==> config.mk <==
export PLATFORM = sky130hd
export DESIGN_NAME = pipeline_control_unit
export DESIGN_NICKNAME = d
export VERILOG_FILES = /design/src/rtl/pipeline_control_unit_pkg.sv /design/src/rtl/pipeline_control_unit_hazard_detect.sv /design/src/rtl/pipeline_control_unit.sv
export SDC_FILE = /design/constraint.sdc
export NUM_CORES = 1
export LEC_CHECK = 0
export BUFFER_PORTS_ARGS = -buffer_cell sky130_fd_sc_hd__buf_2
export CORE_UTILIZATION = 40
export CTS_CLUSTER_DIAMETER = 40
export DETAILED_ROUTE_END_ITERATION = 7
export GPL_TIMING_DRIVEN = 0
export PLACE_DENSITY = 0.64
export SYNTH_ARGS = -nofsm -noshare
export SYNTH_HDL_FRONTEND = slang
export SYNTH_SLANG_ARGS = --single-unit
==> constraint.sdc <==
create_clock -name clk -period 2.7 [get_ports clk]
set_clock_uncertainty 0.2 [all_clocks]
set_input_delay 0.135 -clock clk [delete_from_list [all_inputs] [get_ports clk]]
set_output_delay 0.135 -clock clk [all_outputs]
set_load 0.01 [all_outputs]
==> src/rtl/pipeline_control_unit_pkg.sv <==
// Shared definitions for the pipeline control unit: FSM encoding, branch funct3
// codes and the bundled pipeline-control response.
package pipeline_control_unit_pkg;

    typedef enum logic {
        ST_RUN      = 1'b0,
        ST_MEM_WAIT = 1'b1
    } pcu_state_e;

    localparam logic [2:0] F3_BEQ = 3'b000;
    localparam logic [2:0] F3_BNE = 3'b001;
    localparam logic [2:0] F3_BLT = 3'b100;
    localparam logic [2:0] F3_BGE = 3'b101;

    typedef struct packed {
        logic pc_write;
        logic if_id_write;
        logic id_ex_write;
        logic ex_mem_write;
        logic mem_wb_write;
        logic if_id_flush;
        logic id_ex_flush;
        logic ex_mem_flush;
        logic mem_wb_bubble;
        logic pc_src;
    } pcu_ctrl_t;

    localparam pcu_ctrl_t CTRL_RUN = '{
        pc_write: 1'b1, if_id_write: 1'b1, id_ex_write: 1'b1, ex_mem_write: 1'b1,
        mem_wb_write: 1'b1, if_id_flush: 1'b0, id_ex_flush: 1'b0, ex_mem_flush: 1'b0,
        mem_wb_bubble: 1'b0, pc_src: 1'b0
    };

    // Freeze the whole pipe and feed a bubble into WB while memory is busy.
    localparam pcu_ctrl_t CTRL_STALL = '{
        pc_write: 1'b0, if_id_write: 1'b0, id_ex_write: 1'b0, ex_mem_write: 1'b0,
        mem_wb_write: 1'b0, if_id_flush: 1'b0, id_ex_flush: 1'b0, ex_mem_flush: 1'b0,
        mem_wb_bubble: 1'b1, pc_src: 1'b0
    };

    localparam pcu_ctrl_t CTRL_BRANCH = '{
        pc_write: 1'b1, if_id_write: 1'b1, id_ex_write: 1'b1, ex_mem_write: 1'b1,
        mem_wb_write: 1'b1, if_id_flush: 1'b1, id_ex_flush: 1'b1, ex_mem_flush: 1'b1,
        mem_wb_bubble: 1'b0, pc_src: 1'b1
    };

    // Hold PC and IF/ID, let the load advance, put a NOP into EX behind it.
    localparam pcu_ctrl_t CTRL_LOAD_USE = '{
        pc_write: 1'b0, if_id_write: 1'b0, id_ex_write: 1'b1, ex_mem_write: 1'b1,
        mem_wb_write: 1'b1, if_id_flush: 1'b0, id_ex_flush: 1'b1, ex_mem_flush: 1'b0,
        mem_wb_bubble: 1'b0, pc_src: 1'b0
    };

    function automatic logic branch_taken(
        input logic       branch,
        input logic [2:0] funct3,
        input logic       zero,
        input logic       less
    );
        logic cond;
        case (funct3)
            F3_BEQ:  cond = zero;
            F3_BNE:  cond = !zero;
            F3_BLT:  cond = less;
            F3_BGE:  cond = !less;
            default: cond = 1'b0;
        endcase
        return branch && cond;
    endfunction

endpackage

==> src/rtl/pipeline_control_unit_hazard_detect.sv <==
// Load-use hazard compare: a load in EX whose destination feeds the instruction in ID.
module pipeline_control_unit_hazard_detect (
    input  logic       ex_mem_read,
    input  logic [4:0] ex_rd,
    input  logic [4:0] id_rs1,
    input  logic [4:0] id_rs2,
    output logic       load_use
);

    // x0 is hardwired to zero, so a load targeting it never creates a dependency.
    assign load_use = ex_mem_read && (ex_rd != 5'd0) &&
                      ((ex_rd == id_rs1) || (ex_rd == id_rs2));

endmodule

==> src/rtl/pipeline_control_unit.sv <==
// Pipeline control: memory-wait FSM, branch flush and load-use stall arbitration,
// plus stall/flush statistics and a sticky memory timeout.
//
//   state       | meaning
//   ST_RUN      | pipeline flowing; a MEM access without ready starts a wait
//   ST_MEM_WAIT | data memory access outstanding; dmem_req held until ready
module pipeline_control_unit
    import pipeline_control_unit_pkg::*;
#(
    parameter int unsigned TIMEOUT_CYCLES = 255
) (
    input  logic        clk,
    input  logic        reset,
    input  logic [4:0]  id_rs1,
    input  logic [4:0]  id_rs2,
    input  logic        ex_mem_read,
    input  logic [4:0]  ex_rd,
    input  logic        mem_branch,
    input  logic        mem_zero,
    input  logic        mem_less,
    input  logic [2:0]  mem_funct3,
    input  logic        mem_access,
    input  logic        dmem_ready,
    output logic        pc_write,
    output logic        if_id_write,
    output logic        id_ex_write,
    output logic        ex_mem_write,
    output logic        mem_wb_write,
    output logic        if_id_flush,
    output logic        id_ex_flush,
    output logic        ex_mem_flush,
    output logic        mem_wb_bubble,
    output logic        pc_src,
    output logic        dmem_req,
    output logic        mem_timeout,
    output logic [31:0] stall_cycles,
    output logic [15:0] flush_count
);

    localparam int unsigned WAIT_W = $clog2(TIMEOUT_CYCLES + 1);
    localparam logic [WAIT_W-1:0] WAIT_LIMIT = WAIT_W'(TIMEOUT_CYCLES);

    pcu_state_e        state;
    pcu_state_e        state_eff;
    pcu_state_e        state_next;
    pcu_ctrl_t         ctrl;
    logic              load_use;
    logic              taken;
    logic              mem_stall;
    logic              branch_event;
    logic              load_use_event;
    logic [WAIT_W-1:0] wait_cnt;
    logic [WAIT_W-1:0] wait_cnt_next;

    pipeline_control_unit_hazard_detect u_hazard_detect (
        .ex_mem_read (ex_mem_read),
        .ex_rd       (ex_rd),
        .id_rs1      (id_rs1),
        .id_rs2      (id_rs2),
        .load_use    (load_use)
    );

    // Reset is synchronous, so during the reset cycle the outputs already behave
    // as RUN; this is what abandons an access that was stuck in MEM_WAIT.
    assign state_eff = reset ? ST_RUN : state;
    assign taken     = branch_taken(mem_branch, mem_funct3, mem_zero, mem_less);

    always_comb begin
        state_next = state_eff;
        ctrl       = CTRL_RUN;
        dmem_req   = mem_access;
        mem_stall  = 1'b0;

        case (state_eff)
            ST_RUN: begin
                if (mem_access && !dmem_ready) begin
                    state_next = ST_MEM_WAIT;
                    mem_stall  = 1'b1;
                end
            end
            ST_MEM_WAIT: begin
                dmem_req = 1'b1;
                if (dmem_ready) begin
                    state_next = ST_RUN;
                end else begin
                    mem_stall = 1'b1;
                end
            end
            default: state_next = ST_RUN;
        endcase

        if (mem_stall) begin
            ctrl = CTRL_STALL;
        end else if (taken) begin
            ctrl = CTRL_BRANCH;
        end else if (load_use) begin
            ctrl = CTRL_LOAD_USE;
        end
    end

    assign branch_event   = taken && !mem_stall;
    assign load_use_event = load_use && !taken && !mem_stall;

    // The wait count covers every cycle the access is outstanding, including the
    // RUN cycle that enters MEM_WAIT, and saturates at the limit.
    always_comb begin
        wait_cnt_next = '0;
        if (mem_stall) begin
            wait_cnt_next = (wait_cnt == WAIT_LIMIT) ? WAIT_LIMIT : wait_cnt + WAIT_W'(1);
        end
    end

    always_ff @(posedge clk) begin
        if (reset) begin
            state        <= ST_RUN;
            stall_cycles <= '0;
            flush_count  <= '0;
            wait_cnt     <= '0;
            mem_timeout  <= 1'b0;
        end else begin
            state    <= state_next;
            wait_cnt <= wait_cnt_next;
            if ((mem_stall || load_use_event) && (stall_cycles != 32'hFFFF_FFFF)) begin
                stall_cycles <= stall_cycles + 32'd1;
            end
            if (branch_event) begin
                flush_count <= flush_count + 16'd1;
            end
            if (mem_stall && (wait_cnt_next == WAIT_LIMIT)) begin
                mem_timeout <= 1'b1;
            end
        end
    end

    assign pc_write      = ctrl.pc_write;
    assign if_id_write   = ctrl.if_id_write;
    assign id_ex_write   = ctrl.id_ex_write;
    assign ex_mem_write  = ctrl.ex_mem_write;
    assign mem_wb_write  = ctrl.mem_wb_write;
    assign if_id_flush   = ctrl.if_id_flush;
    assign id_ex_flush   = ctrl.id_ex_flush;
    assign ex_mem_flush  = ctrl.ex_mem_flush;
    assign mem_wb_bubble = ctrl.mem_wb_bubble;
    assign pc_src        = ctrl.pc_src;

endmodule
After elaboration in Yosys (flattened, before gate mapping)
Index checks and enable logic that the tools add are counted.
Cells by class
  add/subtract/negate cells: 3
  $mul: 0
  div/mod/pow operators: 0
  magnitude comparators: 0
  equal/unequal tests: 8
  shifts and indexed selects: 0
  muxes and demuxes: 11
  bitwise logic cells: 1
  reductions and logical operators: 18
Operators with widths (count)
  adder 32 x 1 -> 32 bit (second input constant): 1
  != test 32 bit (second input constant): 1
  2-to-1 mux 10 bit: 3
  adder 16 x 1 -> 16 bit (second input constant): 1
  equality test 8 bit (second input constant): 2
  2-to-1 mux 8 bit: 2
  equality test 5 bit: 2
  logical AND 1 bit: 9
  adder 8 x 1 -> 8 bit (second input constant): 1
  equality test 3 bit (second input constant): 2
  zero test 1 bit: 5
  nonzero test 5 bit: 1
  2-to-1 mux 1 bit: 4
  case mux 1 bit (4 select lines): 1
  equality test 3 x 1 -> 1 bit (second input constant): 1
  zero test 3 bit: 1
  logical OR 1 bit: 2
  case mux 1 bit (2 select lines): 1
  inverter 1 bit: 1
Word-level totals
  bits in registers: 58
  bits in latches: 0
  memory bits (writable): 0
  ROM bits: 0
  input bits: 26
  word-level logic and storage cells: 46
  memories kept: 0

Logic depth before layout (Yosys ltp)
  depth in word-level cells: 8
  depth in mapped cells: 10

Hierarchy
Synthesis repeated with hierarchy kept, for this count alone.
Unflattened totals
  cells, all modules: 389
  area, all modules: 3239.4 um^2
By module, submodules not included
  pipeline_control_unit: times used 1, cells an instance 372, area each 3114.2 um^2, seq. area each 1161.1 um^2
  pipeline_control_unit_hazard_detect: times used 1, cells an instance 17, area each 125.1 um^2, seq. area each 0.0 um^2

Worst setup path after synthesis
Ideal clock, no wire load.
  path kind: register to register
  start: reg stall_cycles[0]
  end: reg stall_cycles[26]
  setup time: 0.070 ns
  arrival: 1.957 ns
  path slack: 0.473 ns
  cell stages (with the launch flop): 8
  buffers on the path: 0
  cell sequence: dfxtp_1 > ha_1 > nand3_1 > nor4_4 > nand2_1 > or3_1 > or3_1 > a21oi_1
Between the ends
  cells in the longest elaborated chain, start to end: 2
RTL lines
  start, declared: line pipeline_control_unit.sv:36  | output logic [31:0] stall_cycles,
  start signal, assigned: line pipeline_control_unit.sv:124  | stall_cycles <= stall_cycles + 32'd1;
  branches (longest 2 deep; another with adder 32 x 1 -> 32 bit)
Several ways; the timed one is not identified.
A chain may end at the register's enable or synchronous reset.

Worst setup path in the final report
  start: reg state
  end: out pc_write
Between the ends
  cells in the longest elaborated chain, start to end: 4
RTL lines
  start, declared: line pipeline_control_unit.sv:43  | pcu_state_e state;
  start signal, assigned: line pipeline_control_unit.sv:121  | state <= state_next;
  2-to-1 mux 1 bit *: line pipeline_control_unit.sv:65  | assign state_eff = reset ? ST_RUN : state;
  inverter 1 bit
  case mux 1 bit (2 select lines) *: line pipeline_control_unit.sv:74  | case (state_eff)
  2-to-1 mux 10 bit *: line pipeline_control_unit.sv:92  | if (mem_stall) begin
  end, declared: line pipeline_control_unit.sv:24  | output logic pc_write,
Mark *: on every way between the ends. The rest lies on a longest branch, timed or not.

==> metrics <==
gr usage total=0.205; met3 wire len=450 um; min Tclk post-route=2550 ps; nature of the critical path endpoint=primary output; Hold Slack=9.38 ps; first-pass GRT wire length=13600 um; pins over their slew limit=0; Metal-1 WL=3600 um; area share of the leading cell type in the synthesized netlist=0.367; Main synth FF type=dfxtp_1; TritonCTS Sinks=between 50 and 60; Sw Ratio=0.226; Synth top cells by count=dfxtp_1, a21oi_1, nor2_1, xnor2_1; gp weighted congestion=0.792; Hold Fails Final Rpt=0; Peak VDD IR=0.000222 V; final wirelength=8060 um; DR vias=3138; Gate power share=0.079; switching pwr=about 0.44 mW; fin util=0.516; Worst EP arrival=2220 ps; Final period util=0.945; CTS tree=yes; syn_nets=403; share of cells above drive strength 1=0.279; Buffers on Ports=85; Slew @ Worst Pin=504 ps; Met2 Routed Length=between 3000 and 4000 um; Placement Rows=32; Post-synth EDFFs=0; final setup vio count=0; synth-to-layout area growth=25.3%; worst hold path type=input pin to flip-flop; Die X=91.0 um; Post-DP HPWL=slightly below 6000 um; synth warn=0; initial antenna violation count=0; synthesized flop and latch total=58; DRT iter0 DRCs=214; Max Clk Rate=392 MHz; Fin Setup TNS=0 ps; Total Power=1.97 mW; sequential area share after synthesis=0.367; WP data required=around 2400 ps; Initial Utilization=0.412; internal power=1.52 mW; Pleak=1.58 nW; Hold Buf Count CTS=0; Reg power frac=0.440; largest net degree at the start of global routing=12; Die H=91.0 um; worst-path maximum fanout=11; DRT Pass-1 Iters=4; Synth area leaders=dfxtp_1, xnor2_1, a21oi_1, o31ai_1, or4_1; Num CTS Buffers=9; relative slew slack=0.664; worst skew pair latency=340 ps; DR WL/cell=13.9 um; Cell variety after synth=53; area leader, netlist=dfxtp_1; Mapped Area=3170 um^2; Mean Syn Cell Area=8.47 um^2; PD cells=495 nW/um^2; Root Buffer=clkbuf_8; Max-Cap Viols=0; Routed Antenna Nets=0; status=finished clean; vias per cell=5.43; power share of the clock group=0.480; count leader, synth=dfxtp_1; diode count=0; Synth Instances=374; CP Class=flip-flop to primary output; H-tree depth=3; number of global-route vias before repair=just under 3k; CORE AREA=7690 um^2; startpoint types=flip-flop; RSZ-0062 raised after global routing=false; asr flop ratio synth=0; CTS clk-pin slew, worst paths=70 ps; total gr overflow=0; Remaining DRCs=0; clock buffer depth=2; Filler Cell Count=782; Nets=500; DR top layer=met4; Ports=86; die area=8280 um^2
[power by group through the flow]
stage | registers [mW] | clock network (mW) | logic, mW
after floorplan | 0.885 | 0 | 0.0917
after global placement | 0.885 | 0 | 0.152
after detailed placement | 0.885 | 0 | 0.154
after CTS | 0.865 | 0.966 | 0.156
after global routing | 0.866 | 1.01 | 0.172
final | 0.866 | 0.944 | 0.156
[critical path: stages, from the launching register on]
cell and delay (ps):
dfxtp_1 300, nor2b_1 120, or2_1 220, and2b_4 190
inv_2 130, nand3_4 110, a31oi_4 220, buf_4 200
buf_6 160, buf_4 110, buf_2 110
[final cells by class]
| type | count | area, um^2 | area share |
|---|---|---|---|
| Inverter | 16 | 60.1 | 0.0151 |
| Timing Repair Buffer | 86 | 433 | 0.109 |
| Buffer | 24 | 155 | 0.0391 |
| Clock inverter | 4 | 72.6 | 0.0183 |
| Sequential cell | 58 | 1160 | 0.292 |
| Tap cell | 102 | 128 | 0.0321 |
| Multi-Input combinational cell | 276 | 1800 | 0.452 |
| Clock buffer | 12 | 165 | 0.0416 |
[state kept, by name, summed over array words and instances (netlist names)]
signal and count:
wait_cnt 8, state 1, flush_count 16, mem_timeout 1
stall_cycles 32
[worst paths after layout]
kind,start,to,slack [ps],cells past startpoint
setup / recovery,state,pc_write,150,10
hold / removal,reset,stall_cycles[12],9,3
setup reg to reg,stall_cycles[0],stall_cycles[1],250,9
hold reg to reg,mem_timeout,mem_timeout,280,1
[cell families (layout without fill, tap and decap cells)]
| kind of cell | count (synthesis) | after routing | synth area share |
|---|---|---|---|
| XOR/XNOR | 26 | 26 | 0.0719 |
| multiplexers | 6 | 6 | 0.0205 |
| AO/OA/AOI/OAI | 81 | 81 | 0.159 |
| adder cells (fa/ha/maj) | 3 | 3 | 0.0118 |
| AND/OR/NAND/NOR | 160 | 160 | 0.303 |
| flip-flops | 58 | 58 | 0.367 |
| buffers and inverters | 40 | 142 | 0.0667 |
[metrics by stage]
step / cells / worst slack, ps / area, um^2
2_1_floorplan: 374 / 473 / 3170
3_3_place_gp: 561 / 198 / 3720
3_5_place_dp: 561 / 201 / 3720
4_1_cts: 578 / 76.6 / 3970
5_1_grt: 578 / 3.87 / 3970
6_report: 578 / 149 / 3970
[metal layers]
layer,track usage,vias up
met5,0,-
met4,0.0860,0
met3,0.0360,10
met2,0.356,100
met1,0.248,1460
li1,-,1568
[placed cells by master (no fill, tap or decap), types with 3 or more instances in the layout]
cell / n
ha_1: 3
dfxtp_1: 58
o31ai_1: 15
xnor2_1: 24
and2_1: 3
nor2_1: 26
nor2b_1: 5
nand3_1: 22
clkbuf_8: 12
or3_1: 14
o21ai_0: 15
or4_1: 15
nand4_1: 15
nor3_1: 9
o21a_1: 4
buf_6: 3
clkbuf_1: 6
buf_4: 11
a21oi_1: 34
buf_2: 89
mux2_1: 4
nor4_1: 6
inv_1: 15
nand2_1: 22
and4_1: 4
[what timing repair did]
action	in CTS	in global routing
pin swaps	1	1
resized for setup	0	1
setup buffers	1	0
endpoints found under the setup margin	1	3
No activity file was read; power rests on OpenSTA's default activity.
